**src/rtl/alu_pkg.sv**
```systemverilog
// Shared types and constants for the 74181-style ALU datapath.
package alu_pkg;

    localparam int unsigned ALU_WIDTH = 4;

    typedef enum logic [1:0] {
        SHL = 2'b00,
        SHR = 2'b01,
        ASR = 2'b10,
        ROL = 2'b11
    } shift_op_e;

endpackage

```
**src/rtl/alu_shifter_if.sv**
```systemverilog
// Operand/result bundle between the datapath and the shifter.
interface alu_shifter_if
    import alu_pkg::*;
#(
    parameter int unsigned WIDTH = ALU_WIDTH
);

    logic [WIDTH-1:0] a;
    logic [WIDTH-1:0] a_s;
    logic             in_valid;
    shift_op_e        op;
    logic [WIDTH-1:0] out_q;
    logic             carry_q;
    logic             out_valid;

    modport master (
        output a, in_valid, op,
        input  a_s, out_q, carry_q, out_valid
    );

    modport slave (
        input  a, in_valid, op,
        output a_s, out_q, carry_q, out_valid
    );

endinterface

```
**src/rtl/shift_core.sv**
```systemverilog
// Combinational single-position shift/rotate with the shifted-out bit as carry.
module shift_core
    import alu_pkg::*;
#(
    parameter int unsigned WIDTH = ALU_WIDTH
) (
    input  logic [WIDTH-1:0] a,
    input  shift_op_e        op,
    output logic [WIDTH-1:0] result,
    output logic             carry
);

    always_comb begin
        result = '0;
        carry  = 1'b0;
        unique case (op)
            SHL: begin
                result = {a[WIDTH-2:0], 1'b0};
                carry  = a[WIDTH-1];
            end
            SHR: begin
                result = {1'b0, a[WIDTH-1:1]};
                carry  = a[0];
            end
            ASR: begin
                result = {a[WIDTH-1], a[WIDTH-1:1]};
                carry  = a[0];
            end
            ROL: begin
                result = {a[WIDTH-2:0], a[WIDTH-1]};
                carry  = a[WIDTH-1];
            end
            default: begin
                result = '0;
                carry  = 1'b0;
            end
        endcase
    end

endmodule

```
**src/rtl/alu_shifter.sv**
```systemverilog
// Shifter beside the ALU core: combinational doubling of a plus a registered,
// op-selectable shift path with carry-out and a one-cycle valid flag.
module alu_shifter
    import alu_pkg::*;
#(
    parameter int unsigned WIDTH = ALU_WIDTH
) (
    input logic           clk,
    input logic           rst,
    alu_shifter_if.slave  bus
);

    logic [WIDTH-1:0] w_result;
    logic             w_carry;

    logic [WIDTH-1:0] r_out;
    logic             r_carry;
    logic             r_valid;

    // Kept separate from shift_core so it never depends on op.
    assign bus.a_s = {bus.a[WIDTH-2:0], 1'b0};

    shift_core #(
        .WIDTH (WIDTH)
    ) u_shift_core (
        .a      (bus.a),
        .op     (bus.op),
        .result (w_result),
        .carry  (w_carry)
    );

    always_ff @(posedge clk) begin
        if (rst) begin
            r_out   <= '0;
            r_carry <= 1'b0;
            r_valid <= 1'b0;
        end else begin
            r_valid <= bus.in_valid;
            if (bus.in_valid) begin
                r_out   <= w_result;
                r_carry <= w_carry;
            end
        end
    end

    assign bus.out_q     = r_out;
    assign bus.carry_q   = r_carry;
    assign bus.out_valid = r_valid;

endmodule

```
**src/flat_wrapper.sv**
```systemverilog
// flat-port wrapper written by rule: the top's interface ports become plain ports
module alu_shifter_flat import alu_pkg::*;
#(
    parameter int unsigned WIDTH = ALU_WIDTH
)
  (clk, rst, bus_a, bus_in_valid, bus_op, bus_a_s, bus_out_q, bus_carry_q, bus_out_valid);
  alu_shifter_if #(.WIDTH(WIDTH)) bus_i ();
  input logic clk;
  input logic rst;
  input wire logic [$bits(bus_i.a)-1:0] bus_a;
  input wire logic [$bits(bus_i.in_valid)-1:0] bus_in_valid;
  input wire logic [$bits(bus_i.op)-1:0] bus_op;
  output wire logic [$bits(bus_i.a_s)-1:0] bus_a_s;
  output wire logic [$bits(bus_i.out_q)-1:0] bus_out_q;
  output wire logic [$bits(bus_i.carry_q)-1:0] bus_carry_q;
  output wire logic [$bits(bus_i.out_valid)-1:0] bus_out_valid;
  assign bus_i.a = bus_a;
  assign bus_i.in_valid = bus_in_valid;
  assign bus_i.op = bus_op;
  assign bus_a_s = bus_i.a_s;
  assign bus_out_q = bus_i.out_q;
  assign bus_carry_q = bus_i.carry_q;
  assign bus_out_valid = bus_i.out_valid;
  alu_shifter #(.WIDTH(WIDTH)) u_core (.clk(clk), .rst(rst), .bus(bus_i));
endmodule
```
**config.mk**
```make
export PLATFORM = sky130hd
export DESIGN_NAME = alu_shifter_flat
export DESIGN_NICKNAME = d
export VERILOG_FILES = /design/src/rtl/alu_pkg.sv /design/src/rtl/alu_shifter_if.sv /design/src/rtl/shift_core.sv /design/src/rtl/alu_shifter.sv /design/src/flat_wrapper.sv
export SDC_FILE = /design/constraint.sdc
export NUM_CORES = 1
export LEC_CHECK = 0
export BUFFER_PORTS_ARGS = -buffer_cell sky130_fd_sc_hd__buf_2
export CAP_MARGIN = 25
export CORE_AREA = 2 2 39 41
export CTS_BUF_LIST = sky130_fd_sc_hd__clkbuf_8
export DETAILED_ROUTE_END_ITERATION = 10
export DIE_AREA = 0 0 41 43
export PLACE_DENSITY = 0.58
export SYNTH_ARGS = -nofsm -noshare
export SYNTH_HDL_FRONTEND = slang
export SYNTH_HIERARCHICAL = 1
export SYNTH_SLANG_ARGS = --single-unit
```
**constraint.sdc**
```tcl
create_clock -name clk -period 1.3 [get_ports clk]
set_clock_uncertainty 0.05 [all_clocks]
set_input_delay 0.325 -clock clk [delete_from_list [all_inputs] [get_ports clk]]
set_output_delay 0.325 -clock clk [all_outputs]
set_load 0.05 [all_outputs]
```
==> results by group, run 1 <==
Detailed routing
  • Drc violations: 0
  • Post-DR vias/cell: 4.276
  • First DRT Iteration DRCs: 7
  • Total wire length: 744 µm
  • Via count: about 330
  • Routed Antenna Nets: 0
  • Avg WL per Cell: between 9 and 10 µm
  • Drt first pass iters: 4

Worst hold path
  • WHS Path Cells: 2
  • Hold path startpoint: rst
  • Hold WC Path Type: input port to register
  • Hold Path Sink: u_core/bus.out_q[2]$_SDFFE_PP0P_

Power and ir drop
  • Pleak: around 0.00027 µW
  • Reg power frac: 0.314
  • Worst vdd ir: 0.0005511 V
  • Int Pwr: approximately 450 µW
  • Combinational share of power: 0.247
  • Clk pwr share: 0.439
  • Pwr Total: 638.8 µW
  • Net Sw Power: a little under 200 µW
  • Power per cell area: ~1300 mW/mm²
  • Net Sw Frac: 0.3012

Floorplanning
  • Core Area: approximately 0.0014 mm²
  • Site Rows: 14
  • Die height: 43 µm
  • Die area: 0.001763 mm²
  • Initial Util: 0.2749
  • Die span in x: between 40 and 50 µm
  • Io pins: 19

Place
  • # port buffers: 17
  • Placed Area: between 400 and 500 µm²
  • Gpl congestion: roughly 0.67
  • HPWL Detailed: roughly 600 µm
  • Inst Count DP: 73

Logic synthesis
  • Top-area cell type share of the netlist area: 0.3158
  • Syn_nets: 56
  • Synth Register Bits: 6
  • Synth top area cells: dfxtp_1 (32%), ha_1 (13%), mux2i_1 (13%)
  • Syn avg cell area: a little under 9 µm²
  • Cells after synthesis: 43
  • EDFF count, synth: 0
  • Post-synth top area cell: dfxtp_1
  • Sequential area share after synthesis: 0.3158
  • Syn. warnings: 6
  • Mapped Area: 380.4 µm²
  • Top post-synthesis cells by count: dfxtp_1 (6), nor2_1 (6), mux2i_1 (5)
  • Top FF cell, synth: dfxtp_1
  • Netlist cell types: 16
  • Async SR Flop Fraction: 0

STA
  • Tcrit/Tclk final: 0.9218
  • RSZ-0062 raised after global routing: no
  • Min Tclk post-route: between 1 and 1.5 ns
  • Final Hold Fails: 0
  • F_max: 834.5 MHz
  • Final setup fails: 0
  • Fin. max-slew vios: 0

Layout
  • Final Non-Filler Cells: 76
  • Layout cells sized above 1: 0.4000
  • Layout net count: between 70 and 80
  • Post-layout util: 0.3617
  • N_diodes: 0
  • Area delta synth->final: 31.58%
  • Fillers: around 160
  • Post-route cell area: approximately 500 µm²

Clocking
  • Hold buffers post-CTS: 0
  • Clk pin slew, worst setup/hold paths: around 0.04 ns
  • Clock sinks: 6
  • PostCTS Resize Cnt: 0
  • CTS tree: yes
  • Root buf cell: clkbuf_8
  • Postcts setup bufs: 0
  • CTS buffer count: 3
  • Maximum buffer depth of the clock tree: 2
  • H-Tree Depth: 1
  • Clock Latency Late Sink: 0.22 ns

Global routing
  • Grt ovf: 0
  • GRT Total Usage: 0.1021
  • GRT busiest layer: met2
  • Vias in the first global route: ~290
  • Met2 usage: 0.1531
  • Largest net degree at the start of global routing: 7
  • Met1 Use GR: 0.1115
  • First-pass GRT wire length: 1159 µm
  • GR Util met3: 0.04712
  • Initial antenna violation count: 0

Critical path
  • Reg-to-reg slack, setup: 0.65 ns
  • CP required: roughly 1.4 ns
  • Reg2reg path depth: 2
  • Crit Path Class: input port to register
  • Crit. End Element: register
  • Crit Path Max Fanout: 2
  • Reg-to-reg endpoint: u_core/bus.carry_q$_SDFFE_PP0P_
  • Worst r2r src: u_core/bus.carry_q$_SDFFE_PP0P_
  • Worst Path Arrival: 1.26 ns
  • CP Launch Type: input port

Run status
  • Run status: finished clean

Job
  • Max Cap Viol: 0
==> logic make-up after synthesis <==
family,Yosys count,share of synthesized area
buffers and inverters,8,0.1382
flip-flops,6,0.3158
AND/OR/NAND/NOR,10,0.1382
adder cells (fa/ha/maj),4,0.1316
other,1,0.009859
AO/OA/AOI/OAI,8,0.1052
multiplexers,6,0.1612
==> sequential cells by signal, summed over array words and instances (netlist names) <==
name                  flops
u_core/bus.out_valid      1
u_core/bus.carry_q        1
u_core/bus.out_q          4
==> cell type report <==
cell class,count,area [µm²],area share
Sequential cell,6,120.1,0.2400
Inverter,3,11.26,0.02250
Tap cell,16,20.02,0.04000
Clock buffer,3,41.29,0.08250
Timing Repair Buffer,19,100.1,0.2000
Multi-Input combinational cell,29,207.7,0.4150
==> worst max-delay path: stages <==
cell and delay [ns]:
buf_2 0.09, inv_1 0.05, ha_1 0.27, mux2_2 0.33, mux2i_1 0.13, nor2_1 0.06
==> per-stage QoR <==
| stage | hold slack, ns | setup TNS, ns | setup WS (ns) |
|---|---|---|---|
| after floorplan | 0.3466 | 0 | 0.02955 |
| after global placement | 0.4185 | -0.3486 | -0.08359 |
| after detailed placement | 0.4293 | -0.4513 | -0.1215 |
| after CTS | 0.2899 | 0 | 0.1007 |
| after global routing | 0.3088 | 0 | 0.02980 |
| final | 0.2956 | 0 | 0.1017 |
==> power groups by stage <==
| stage | clock network [µW] | registers (µW) | logic, µW |
|---|---|---|---|
| after detailed placement | 0 | 204 | 158 |
| after global routing | 298 | 202 | 172 |
| after floorplan | 0 | 243 | 84.4 |
| after global placement | 0 | 204 | 156 |
| final | 280 | 201 | 158 |
| after CTS | 292 | 201 | 159 |
==> layout by cell type, fill, tap and decap left out <==
| cell | count |
|---|---|
| buf_2 | 17 |
| nor2_1 | 6 |
| dfxtp_1 | 6 |
| mux2i_1 | 5 |
| o21ai_0 | 4 |
| ha_1 | 4 |
| clkbuf_8 | 3 |
| inv_1 | 3 |
| o21ai_1 | 3 |
| buf_4 | 2 |
| nor2b_1 | 1 |
| conb_1 | 1 |
| nand2b_4 | 1 |
| nand2b_1 | 1 |
| nand2_1 | 1 |
| a21oi_1 | 1 |
| mux2_2 | 1 |
==> metal layers <==
metal / vias up / wire length, µm / share of wire
met5: - / 0 / 0
met4: 0 / 14 / 0.019
met3: 2 / 73 / 0.098
met2: 14 / 340 / 0.46
met1: 139 / 316 / 0.42
li1: 170 / - / -
==> worst max path at each step <==
stage | from | endpoint | slack (ns) | cells past startpoint
after floorplan | bus_op[0] | u_core/bus.carry_q$_SDFFE_PP0P_ | 0.03 | 5
after global placement | bus_op[0] | u_core/bus.out_q[3]$_SDFFE_PP0P_ | -0.08 | 7
after detailed placement | bus_op[0] | u_core/bus.carry_q$_SDFFE_PP0P_ | -0.12 | 6
after CTS | u_core/bus.carry_q$_SDFFE_PP0P_ | bus_carry_q | 0.10 | 1
after global routing | bus_op[1] | u_core/bus.carry_q$_SDFFE_PP0P_ | 0.03 | 6
final | bus_op[0] | u_core/bus.carry_q$_SDFFE_PP0P_ | 0.10 | 6
(Power assumes the default switching activity.)
==> inputs of run 2 (changes only) <==
Settings changed: GPL_TIMING_DRIVEN set to 0, PLACE_DENSITY 0.58 to 0.56.
Clock period 1.3 ns to 1.2 ns, I/O delays scaled along.
==> results by group, run 2 (synthesis gave the netlist of run 1 again) <==
Run status
  • Run status: finished clean

Detailed routing
  • Drc violations: 0
  • Drt first pass iters: 4
  • First DRT Iteration DRCs: 5
  • Routed Antenna Nets: 0
  • Via count: ~340
  • Post-DR vias/cell: 4.295
  • Avg WL per Cell: 8.744 µm
  • Total wire length: just under 700 µm

Critical path
  • Reg-to-reg slack, setup: between 0.5 and 0.6 ns
  • Worst Path Arrival: 0.81 ns
  • CP max-delay cell: dfxtp_1
  • Crit. End Element: output pin
  • CP bufs+invs: 1
  • CP Launch Type: register
  • Crit-path cells: buf_2
  • Worst r2r src: u_core/bus.out_q[0]$_SDFFE_PP0P_
  • Crit path max-delay family: flip-flops
  • Reg-to-reg endpoint: u_core/bus.out_q[0]$_SDFFE_PP0P_
  • CP required: about 0.85 ns
  • Slowest stage delay, CP: ~0.33 ns
  • Reg2reg path depth: 2
  • Crit Path Max Fanout: 2
  • Crit Path Class: register to output pin

Place
  • # port buffers: 16
  • Gpl congestion: roughly 0.65
  • Placed Area: between 400 and 500 µm²

Worst hold path
  • WHS Path Cells: 2
  • Hold Path Sink: u_core/bus.carry_q$_SDFFE_PP0P_
  • Hold WC Path Type: input port to register
  • Hold path startpoint: rst

Global routing
  • Initial antenna violation count: 0
  • Vias in the first global route: 247
  • Grt ovf: 0
  • Largest net degree at the start of global routing: 7
  • GRT Total Usage: 0.08032
  • First-pass GRT wire length: ~900 µm

Clocking
  • Clock sinks: 6
  • Clk pin slew, worst setup/hold paths: 0.04 ns
  • Hold buffers post-CTS: 0
  • Maximum buffer depth of the clock tree: 2
  • Root buf cell: clkbuf_8
  • PostCTS Resize Cnt: 0
  • Clock Latency Late Sink: between 0.2 and 0.25 ns
  • H-Tree Depth: 1
  • Postcts setup bufs: 0
  • CTS tree: yes
  • CTS buffer count: 3

Layout
  • Post-layout util: 0.3888
  • Layout net count: 77
  • Max reg flops: 4
  • Most common cell after layout, fill and taps aside: buf_2
  • N_diodes: 0
  • Layout cells sized above 1: 0.4677
  • Most frequent cells in the layout: buf_2 (16), nor2_1 (6), dfxtp_1 (6)
  • Post-route cell area: between 500 and 600 µm²
  • Area delta synth->final: 41.45%

Floorplanning
  • Initial Util: 0.2749
  • Die height: between 40 and 50 µm
  • Core Area: 0.001384 mm²
  • Site Rows: 14
  • Die area: roughly 0.0018 mm²
  • Io pins: 19
  • Die span in x: between 40 and 50 µm

STA
  • Hold_ws: approximately 0.27 ns
  • Tcrit/Tclk final: 0.9643
  • F_max: about 860 MHz
  • Final setup fails: 0
  • RSZ-0062 raised after global routing: no
  • Setup_tns: 0 ns
  • Final Hold Fails: 0
  • Fin. max-slew vios: 0
  • Min Tclk post-route: approximately 1.2 ns

Job
  • Max Cap Viol: 0

Power and ir drop
  • Worst vdd ir: approximately 0.00077 V
  • Pleak: between 0.0002 and 0.0003 µW
  • Power per cell area: between 1000 and 1500 mW/mm²
-- run 2: per-layer routing --
layer / routed length (µm) / GRT usage / vias up / part of all wire
met1: 291 / 0.08039 / 153 / 0.43
met2: 346 / 0.1156 / 9 / 0.51
met4: 0 / 0.04000 / 0 / 0
met3: 44 / 0.06283 / 0 / 0.065
met5: 0 / 0 / - / 0
li1: - / - / 173 / -
-- run 2: stage by stage --
step / setup WS (ns) / power, µW / std cells
2_1_floorplan: 0.001212 / 362.2 / 43
3_3_place_gp: -0.1552 / 405.5 / 75
3_5_place_dp: -0.1648 / 407.7 / 75
4_1_cts: 0.04257 / 707.1 / 78
5_1_grt: 0.01934 / 737.0 / 78
6_report: 0.04281 / 699.2 / 78
-- run 2: cell type report --
cell class              count  area [µm²]
repair buffers             16       80.08
flip-flops and latches      6       120.1
fillers                   147       845.8
well taps                  16       20.02
plain buffers               5       41.29
inverters                   3       11.26
clock buffers               3       41.29
multi-input cells          29       224.0
-- run 2: worst max path at each step --
| stage | from | endpoint | slack, ns | cells after the start |
|---|---|---|---|---|
| 2_1_floorplan | bus_op[0] | u_core/bus.carry_q$_SDFFE_PP0P_ | 0.001 | 5 |
| 3_3_place_gp | bus_op[0] | u_core/bus.carry_q$_SDFFE_PP0P_ | -0.16 | 6 |
| 3_5_place_dp | bus_op[0] | u_core/bus.carry_q$_SDFFE_PP0P_ | -0.16 | 6 |
| 4_1_cts | u_core/bus.out_q[0]$_SDFFE_PP0P_ | bus_out_q[0] | 0.04 | 1 |
| 5_1_grt | u_core/bus.out_q[2]$_SDFFE_PP0P_ | bus_out_q[2] | 0.02 | 1 |
| 6_report | u_core/bus.out_q[2]$_SDFFE_PP0P_ | bus_out_q[2] | 0.04 | 1 |
-- run 2: power breakdown --
| group | switching (µW) | internal, µW | total (µW) |
|---|---|---|---|
| registers | 4.93 | 213 | 218 |
| clock network | 81.5 | 215 | 297 |
| logic | 117 | 67.6 | 185 |
| total | 204 | 495 | 699 |
